File: config.mk
export PLATFORM = sky130hd
export DESIGN_NAME = sigma_delta_dac_2nd
export DESIGN_NICKNAME = d
export VERILOG_FILES = /design/src/rtl/sigma_delta_dac_2nd.sv
export SDC_FILE = /design/constraint.sdc
export NUM_CORES = 1
export LEC_CHECK = 0
export CORE_ASPECT_RATIO = 0.7
export CORE_MARGIN = 2
export CORE_UTILIZATION = 54
export DETAILED_ROUTE_END_ITERATION = 10
export HOLD_SLACK_MARGIN = 0.03
export PLACE_DENSITY_LB_ADDON = 0.1
export REMOVE_ABC_BUFFERS = 1
export SYNTH_ARGS = -nofsm -noshare
export SYNTH_HDL_FRONTEND = slang
export SYNTH_SLANG_ARGS = --single-unit
File: constraint.sdc
create_clock -name clk -period 18.5 [get_ports clk]
set_input_delay 1.85 -clock clk [delete_from_list [all_inputs] [get_ports clk]]
set_output_delay 1.85 -clock clk [all_outputs]
set_load 0.02 [all_outputs]
File: src/rtl/sigma_delta_dac_2nd.sv
// sigma_delta_dac_2nd
//   Second-order single-bit delta-sigma modulator. It turns a 20-bit unsigned
//   PCM sample into a PDM bit stream whose ones density tracks the sample
//   level. The output drives an RC-filtered audio pin.
//
// Ports
//   clk      DAC clock; all state changes on its rising edge
//   reset    synchronous, active-high; clears both integrators and dac_out
//   clk_ena  modulator step enable; state holds while low
//   pcm_in   offset-binary sample, mid-scale = 2^(IN_W-2), MSB unused (0)
//   dac_out  registered modulator bit
module sigma_delta_dac_2nd #(
  parameter int IN_W = 20,
  parameter int I1_W = 24,
  parameter int I2_W = 28
) (
  input  logic            clk,
  input  logic            reset,
  input  logic            clk_ena,
  input  logic [IN_W-1:0] pcm_in,
  output logic            dac_out
);

  // Working widths: two guard bits above the widest operand, so the
  // unclamped sums can never wrap before they are saturated.
  localparam int XS_W  = IN_W + 1;
  localparam int MAX1  = (I1_W > XS_W) ? I1_W : XS_W;
  localparam int S1_W  = MAX1 + 2;
  localparam int MAX2A = (I2_W > I1_W) ? I2_W : I1_W;
  localparam int MAX2  = (MAX2A > XS_W) ? MAX2A : XS_W;
  localparam int S2_W  = MAX2 + 2;

  // Half of the usable input range; also the feedback magnitude.
  localparam logic signed [XS_W-1:0] H =
    {2'b00, 1'b1, {(IN_W-2){1'b0}}};

  // Saturation limits of each integrator, expressed at the working width.
  localparam logic signed [S1_W-1:0] I1_MAX =
    {{(S1_W-I1_W+1){1'b0}}, {(I1_W-1){1'b1}}};
  localparam logic signed [S1_W-1:0] I1_MIN =
    {{(S1_W-I1_W+1){1'b1}}, {(I1_W-1){1'b0}}};
  localparam logic signed [S2_W-1:0] I2_MAX =
    {{(S2_W-I2_W+1){1'b0}}, {(I2_W-1){1'b1}}};
  localparam logic signed [S2_W-1:0] I2_MIN =
    {{(S2_W-I2_W+1){1'b1}}, {(I2_W-1){1'b0}}};

  logic signed [I1_W-1:0] i1_q, i1_d, i1_step;
  logic signed [I2_W-1:0] i2_q, i2_d, i2_step;
  logic                   dac_q, dac_d, dac_step;

  logic signed [XS_W-1:0] xs;
  logic signed [XS_W-1:0] fbs;
  logic signed [S1_W-1:0] sum1, sat1;
  logic signed [S2_W-1:0] sum2, sat2;

  // One modulator step, computed every cycle and committed only when enabled.
  always_comb begin
    xs  = $signed({1'b0, pcm_in}) - H;
    fbs = dac_q ? H : -H;

    sum1 = {{(S1_W-I1_W){i1_q[I1_W-1]}}, i1_q}
         + {{(S1_W-XS_W){xs[XS_W-1]}}, xs}
         - {{(S1_W-XS_W){fbs[XS_W-1]}}, fbs};
    if (sum1 > I1_MAX) begin
      sat1 = I1_MAX;
    end else if (sum1 < I1_MIN) begin
      sat1 = I1_MIN;
    end else begin
      sat1 = sum1;
    end
    i1_step = sat1[I1_W-1:0];

    // The second integrator accumulates the freshly updated first integrator.
    sum2 = {{(S2_W-I2_W){i2_q[I2_W-1]}}, i2_q}
         + {{(S2_W-I1_W){i1_step[I1_W-1]}}, i1_step}
         - {{(S2_W-XS_W){fbs[XS_W-1]}}, fbs};
    if (sum2 > I2_MAX) begin
      sat2 = I2_MAX;
    end else if (sum2 < I2_MIN) begin
      sat2 = I2_MIN;
    end else begin
      sat2 = sum2;
    end
    i2_step  = sat2[I2_W-1:0];
    dac_step = ~sat2[S2_W-1];
  end

  always_comb begin
    i1_d  = i1_q;
    i2_d  = i2_q;
    dac_d = dac_q;
    if (clk_ena) begin
      i1_d  = i1_step;
      i2_d  = i2_step;
      dac_d = dac_step;
    end
  end

  always_ff @(posedge clk) begin
    if (reset) begin
      i1_q  <= '0;
      i2_q  <= '0;
      dac_q <= 1'b0;
    end else begin
      i1_q  <= i1_d;
      i2_q  <= i2_d;
      dac_q <= dac_d;
    end
  end

  assign dac_out = dac_q;

endmodule

==> results of run 1 <==
[layer usage]
layer,up-vias,wire length [um]
met1,2816,8190
met3,16,1140
li1,3076,-
met2,196,6780
met5,-,0
met4,0,195
[state kept, by name (all words and copies together), names as in the netlist]
| signal | flops |
|---|---|
| dac_out | 1 |
| i1_q | 24 |
| i2_q | 28 |
[final timing paths]
check	end	slack, ns	depth (start not counted)
setup / recovery	i2_q[6]$_SDFFE_PP0P_	7.45	31
hold / removal	i1_q[2]$_SDFFE_PP0P_	0.49	2
setup reg to reg	i2_q[6]$_SDFFE_PP0P_	8.51	29
hold reg to reg	i1_q[2]$_SDFFE_PP0P_	0.49	2
[logic make-up after synthesis]
logic type | share of synthesized area [%]
compound gates | 28.8
mux | 1.55
xor+xnor | 4.64
flops | 16.0
buf+inv | 10.7
simple gates | 16.7
fa+ha+maj | 21.6
[final cells by class]
| type | count | share of cell area (%) |
|---|---|---|
| Clock buffer | 5 | 1.77 |
| Clock inverter | 3 | 0.248 |
| Tap cell | 157 | 2.78 |
| Timing Repair Buffer | 29 | 3.76 |
| Inverter | 144 | 7.66 |
| Sequential cell | 53 | 15.0 |
| Multi-Input combinational cell | 643 | 68.8 |
[cell usage in the layout (no fill, tap or decap), types with 9 or more instances in the layout]
| cell | instances |
|---|---|
| sky130_fd_sc_hd__inv_1 | 142 |
| sky130_fd_sc_hd__ha_1 | 92 |
| sky130_fd_sc_hd__a21oi_1 | 73 |
| sky130_fd_sc_hd__nor2_1 | 64 |
| sky130_fd_sc_hd__nand2_1 | 61 |
| sky130_fd_sc_hd__dfxtp_1 | 53 |
| sky130_fd_sc_hd__o21ai_0 | 32 |
| sky130_fd_sc_hd__a21o_1 | 31 |
| sky130_fd_sc_hd__a211oi_1 | 31 |
| sky130_fd_sc_hd__nand3_1 | 26 |
| sky130_fd_sc_hd__xnor2_1 | 24 |
| sky130_fd_sc_hd__clkdlybuf4s50_1 | 21 |
| sky130_fd_sc_hd__nand2b_1 | 16 |
| sky130_fd_sc_hd__fa_1 | 14 |
| sky130_fd_sc_hd__o21a_1 | 11 |
| sky130_fd_sc_hd__xor2_1 | 11 |
| sky130_fd_sc_hd__or3_1 | 10 |
| sky130_fd_sc_hd__a31oi_1 | 10 |
| sky130_fd_sc_hd__a211oi_2 | 10 |
| sky130_fd_sc_hd__nor3_1 | 9 |
[stage by stage]
stage | hold WS (ns) | utilization [%] | setup slack [ns] | cells
6_report | 0.486 | 59.8 | 7.45 | 1034
5_1_grt | 0.511 | 59.8 | 6.76 | 1034
4_1_cts | 0.490 | 59.8 | 7.55 | 1034
3_5_place_dp | 0.480 | 58.6 | 7.26 | 1026
3_3_place_gp | 0.459 | 58.6 | 7.70 | 1026
2_1_floorplan | 0.443 | - | 8.62 | 840
[critical path, delay by kind of cell]
family	cells	cell delay, ns
AND/OR/NAND/NOR	7	2.00
multiplexers	1	0.28
adder cells (fa/ha/maj)	6	2.35
AO/OA/AOI/OAI	12	3.23
buffers and inverters	5	1.46
==> impl_results.md, run 1 <==
- Slowest stage cell on the critical path: sky130_fd_sc_hd__o21a_1
- Dominant cell by count in the synthesized netlist: sky130_fd_sc_hd__inv_1
- Reg area: 0.00106 mm^2
- Post-synthesis cell count: 878
- Diodes inserted: 0
- Via count of the first global-routing pass: 5631
- Placed Instance Area: 0.00692 mm^2
- Total setup violations reported at the end of the flow: 0
- Min-delay worst type: reg -> reg
- Fin Clk Skew: 0.00499 ns
- Number of nets at the end of the flow: 1005
- # port buffers: 23
- Grt met2 use: 40.6%
- Post-CTS setup buffers: 0
- Type of the worst setup path: in -> reg
- Vias per cell: 5.90
- Total number of yosys warnings: 0
- Top post-synthesis cells by count: 142 x sky130_fd_sc_hd__inv_1, 92 x sky130_fd_sc_hd__ha_1, 73 x sky130_fd_sc_hd__a21oi_1
- Finished layout cell area: 0.00706 mm^2
- Area of the core: 0.0118 mm^2
- Clock transition at path regs: 0.07 ns
- GR met3 Demand/Resource: 3.50%
- Clock tree from TritonCTS: built
- Hold Buf Count CTS: 0
- Top cell by count, worst path: sky130_fd_sc_hd__ha_1
- Die outline width: 136 um
- Synthesized cell area: 0.00661 mm^2
- First-pass GRT wire length: 27200 um
- Met1 Track Usage GR: 38.1%
- Post-synth ARST share: 0%
- Overall routed net length: 16300 um
- Number of violations reported at the end of detailed-routing iteration 0: 443
- Critical Path Source: pcm_in[18]
- Unrepaired setup endpoints after global routing: false
- Number of fill cells: 1091
- Area used by multi-input combinational logic: 0.00485 mm^2
- Clock period minus worst slack: 11.05 ns
- Total Negative Setup Slacks: 0 ns
- Post-detailed-route DRC marker count: 0
- Detail-routed net length per standard cell: 15.8 um
- Highest clock rate: 90.5 MHz
- H-tree depth reported by CTS: 2
- Startpoint of the worst hold path: i1_q[2]$_SDFFE_PP0P_
- Clock tree root buffer cell: sky130_fd_sc_hd__clkbuf_16
- Number of iterations in the first detailed-routing pass: 6
- Antenna violations before repair: 0
- Top_reg_cell synth: sky130_fd_sc_hd__dfxtp_1
- Top cells by area in the synthesized netlist: sky130_fd_sc_hd__ha_1 17%, sky130_fd_sc_hd__dfxtp_1 16%, sky130_fd_sc_hd__inv_1 8.1%
- Critical Path RT: 18.64 ns
- Top-level port count: 24
- Post-route clock period utilization: 59.7%
- Distinct cell type count of the synthesized netlist: 66
- Post-synth top area share: 17.4%
- Average size of a mapped cell: 7.53 um^2
- Largest net degree at the start of global routing: 61
- GP Congestion: 0.891
- Relative slew slack: 34.3%
- Largest driver fanout on the critical path: 23
- Residual antenna-violating net count after detailed routing: 0
- CP Data Arrival Time: 11.19 ns
- Number of vias in the routed layout: 6104
- Num Clock Sinks: 53
- Post-cts repair resize count: 0
- Status: completed
- Number of enable-type register cells in the synthesized netlist: 0
- Growth of design area from synthesis to finish: 6.75%
- Kind of launch point of the worst setup path: input pin
- Leftover overflow at the end of global routing: 0
- Total CTS buffers: 5
- Worst Max-Slew Pin Slew: 0.984 ns
- Reported max-cap violation count: 0
- Placement Rows: 33
- HPWL after DPL: 12500 um
- Global-route usage over all layers: 26.0%
- Effective utilization at floorplan: 56.0%
- Cell accounting for the most synthesized area: sky130_fd_sc_hd__ha_1
- Share of final-layout standard cells stronger than drive strength 1: 5.70%
- Count of state elements after synthesis: 53
- R2r startpoint: dac_out$_SDFFE_PP0P_
- DIE AREA: 0.0132 mm^2
- Bufs on Longest Clock Path: 2
- Delay of the slowest cell on the worst path: 0.71 ns
- Number of endpoints with negative hold slack in the final report: 0
- Slew Limit Fails: 0
- Top Usage Layer GRT: met2
- Worst-Skew Late Latency: 0.30 ns
- Die boundary height: 96.6 um
- Endpoint kind of the worst setup timing path: flop
- Part of the Yosys area used for sequential elements: 16.0%
Power of run 1 is left out: the tool's default activity adds up to more than one toggle a clock period on the data nets, which glitch-free logic cannot reach.
==> run 2, diff against run 1 <==
==> constraint.sdc (replaced) <==
create_clock -name clk -period 8.9 [get_ports clk]
set_input_delay 0.89 -clock clk [delete_from_list [all_inputs] [get_ports clk]]
set_output_delay 0.89 -clock clk [all_outputs]
set_load 0.02 [all_outputs]
==> impl_results.md, run 2 (synthesized netlist as in run 1, its figures left out) <==
- Via count of the first global-routing pass: 5811 (+3.2%)
- Share of final-layout standard cells stronger than drive strength 1: 11.9% (+6.2 points)
- Antenna violations before repair: 0 (unchanged)
- Total CTS buffers: 5 (unchanged)
- Highest metal layer used by the detailed router: met4
- Overall routed net length: 17500 um (+7.2%)
- Clock period minus worst slack: 8.59 ns
- Number of nets at the end of the flow: 1056 (+5.1%)
- Min-delay worst type: reg -> reg
- Largest driver fanout on the critical path: 13 (-43%)
- Worst-Skew Late Latency: 0.30 ns (about the same)
- Area of the core: 0.0118 mm^2 (unchanged)
- Kind of launch point of the worst setup path: input pin
- Relative slew slack: 46.3% (+12 points)
- Number of fill cells: 1078 (-1.2%)
- Global-route usage over all layers: 27.4% (+1.4 points)
- Largest Register: i2_q
- Detail Route met3 WL: 881 um (-22%)
- GP Congestion: 0.926 (+4.0%)
- Effective utilization at floorplan: 56.0% (unchanged)
- Largest delay share family, worst path: compound AO/OA/AOI/OAI gates
- Total length of routed met2 wires: 7570 um (+12%)
- Worst Max-Slew Pin Slew: 0.806 ns (-0.178 ns)
- Post-detailed-route DRC marker count: 0 (unchanged)
- Delay of the slowest cell on the worst path: 0.48 ns (-0.23 ns)
- Clock tree from TritonCTS: built
- DIE AREA: 0.0132 mm^2 (unchanged)
- Slowest stage cell on the critical path: sky130_fd_sc_hd__fa_1
- Status: completed
- Top cell by count, worst path: sky130_fd_sc_hd__ha_1
- Most common cell after layout, fill and taps aside: sky130_fd_sc_hd__inv_1
- Num Clock Sinks: 53 (unchanged)
- Clock tree root buffer cell: sky130_fd_sc_hd__clkbuf_16
- Number of endpoints with negative hold slack in the final report: 0 (unchanged)
- Critical Path RT: 9.11 ns (-9.53 ns)
- H-tree depth reported by CTS: 2 (unchanged)
- Die outline width: 136 um (unchanged)
- Number of violations reported at the end of detailed-routing iteration 0: 380 (-14%)
- Number of flip-flops under the largest register name: 28 (unchanged)
- Slew Limit Fails: 0 (unchanged)
- Leftover overflow at the end of global routing: 0 (unchanged)
- Growth of design area from synthesis to finish: 13.9%
- Met1 routed wirelength after detailed routing: 8880 um (+8.4%)
- Largest net degree at the start of global routing: 60 (-1.6%)
- Buf+Inv Stages, Crit Path: 6 (+1)
- Total setup violations reported at the end of the flow: 0 (unchanged)
- Diodes inserted: 0 (unchanged)
- Clock transition at path regs: 0.07 ns (about the same)
- CP Data Arrival Time: 8.80 ns (-2.39 ns)
- Reported max-cap violation count: 0 (unchanged)
- Detail-routed net length per standard cell: 16.1 um (+2.2%)
- Post-route clock period utilization: 96.5%
- Endpoint kind of the worst setup timing path: flop
- Top-level port count: 24 (unchanged)
- Number of iterations in the first detailed-routing pass: 5 (-1)
- Residual antenna-violating net count after detailed routing: 0 (unchanged)
- Type of the worst setup path: in -> reg
- Top library cells by usage in the layout, fill and taps aside: 142 x sky130_fd_sc_hd__inv_1, 92 x sky130_fd_sc_hd__ha_1, 72 x sky130_fd_sc_hd__a21oi_1
- HPWL after DPL: 13500 um (+8.3%)
- Highest clock rate: 116 MHz
- Fin Clk Skew: 0.00379 ns (-0.00120 ns)
- Die boundary height: 96.6 um (unchanged)
- Bufs on Longest Clock Path: 2 (unchanged)
- Number of vias in the routed layout: 6229 (+2.0%)
- First-pass GRT wire length: 28700 um (+5.2%)
- Vias per cell: 5.74 (-2.7%)
- Placement Rows: 33 (unchanged)
- Final Hold Slack: 0.470 ns (-0.0158 ns)
- Total Negative Setup Slacks: 0 ns (unchanged)
- # port buffers: 23 (unchanged)
run 2: cell count changes in the layout (fill, tap and decap cells not counted), moves of 2 or more:
cell,delta
sky130_fd_sc_hd__o21ai_1,+2
sky130_fd_sc_hd__o21ai_0,-2
sky130_fd_sc_hd__nor2_2,+2
sky130_fd_sc_hd__clkbuf_8,+2
sky130_fd_sc_hd__buf_4,+49
sky130_fd_sc_hd__nor2_1,-2
run 2: repair_timing:
action / CTS / global route
gates resized for setup: 0 / 14
buffers inserted: 0 / 2
hold endpoints to repair: 0 / 0
hold buffers: 0 / 0
setup endpoints to repair: 0 / 27
run 2: worst paths after layout:
kind / cells after the start / end / slack, ns / from
max: 31 / i2_q[25]$_SDFFE_PP0P_ / 0.31 / pcm_in[18]
min: 2 / i1_q[18]$_SDFFE_PP0P_ / 0.47 / i1_q[18]$_SDFFE_PP0P_
max reg2reg: 31 / i2_q[25]$_SDFFE_PP0P_ / 1.06 / i1_q[8]$_SDFFE_PP0P_
min reg2reg: 2 / i1_q[18]$_SDFFE_PP0P_ / 0.47 / i1_q[18]$_SDFFE_PP0P_
run 2: metal layers:
| layer | up-vias | track usage [%] |
|---|---|---|
| met5 | - | 0 |
| met4 | 0 | 5.03 |
| met3 | 18 | 4.07 |
| met2 | 166 | 44.1 |
| met1 | 2873 | 39.3 |
| li1 | 3172 | - |
run 2: per-stage QoR:
step	std cells	setup slack (ns)	util, %	cell area [um^2]
after global routing	1085	-0.0319	63.8	7530
after global placement	1075	0.0631	61.8	7300
after floorplan	840	-0.0233	-	6450
after detailed placement	1075	-0.228	61.8	7300
final	1085	0.311	63.8	7530
after CTS	1083	0.0840	63.1	7450
run 2: final cells by class:
cell class	count	area [um^2]	area share [%]
multi-input combinational	643	4910	65.2
timing repair buffer	80	664	8.82
clock buffer	7	153	2.03
tap	157	196	2.61
sequential	53	1060	14.1
inverter	144	541	7.18
clock inverter	1	5.00	0.0665
run 2: worst register-to-register path: cells and delay by family, from the launching register on:
| family | cells | cell delay (ns) |
|---|---|---|
| AOI/OAI and AO/OA | 13 | 3.43 |
| adders and majority gates | 5 | 1.79 |
| and+or+nand+nor | 7 | 1.54 |
| buffers and inverters | 5 | 0.55 |
| DFF | 1 | 0.31 |
| xor gates and xnor gates | 1 | 0.12 |
Power of run 2 is left out for the same reason.
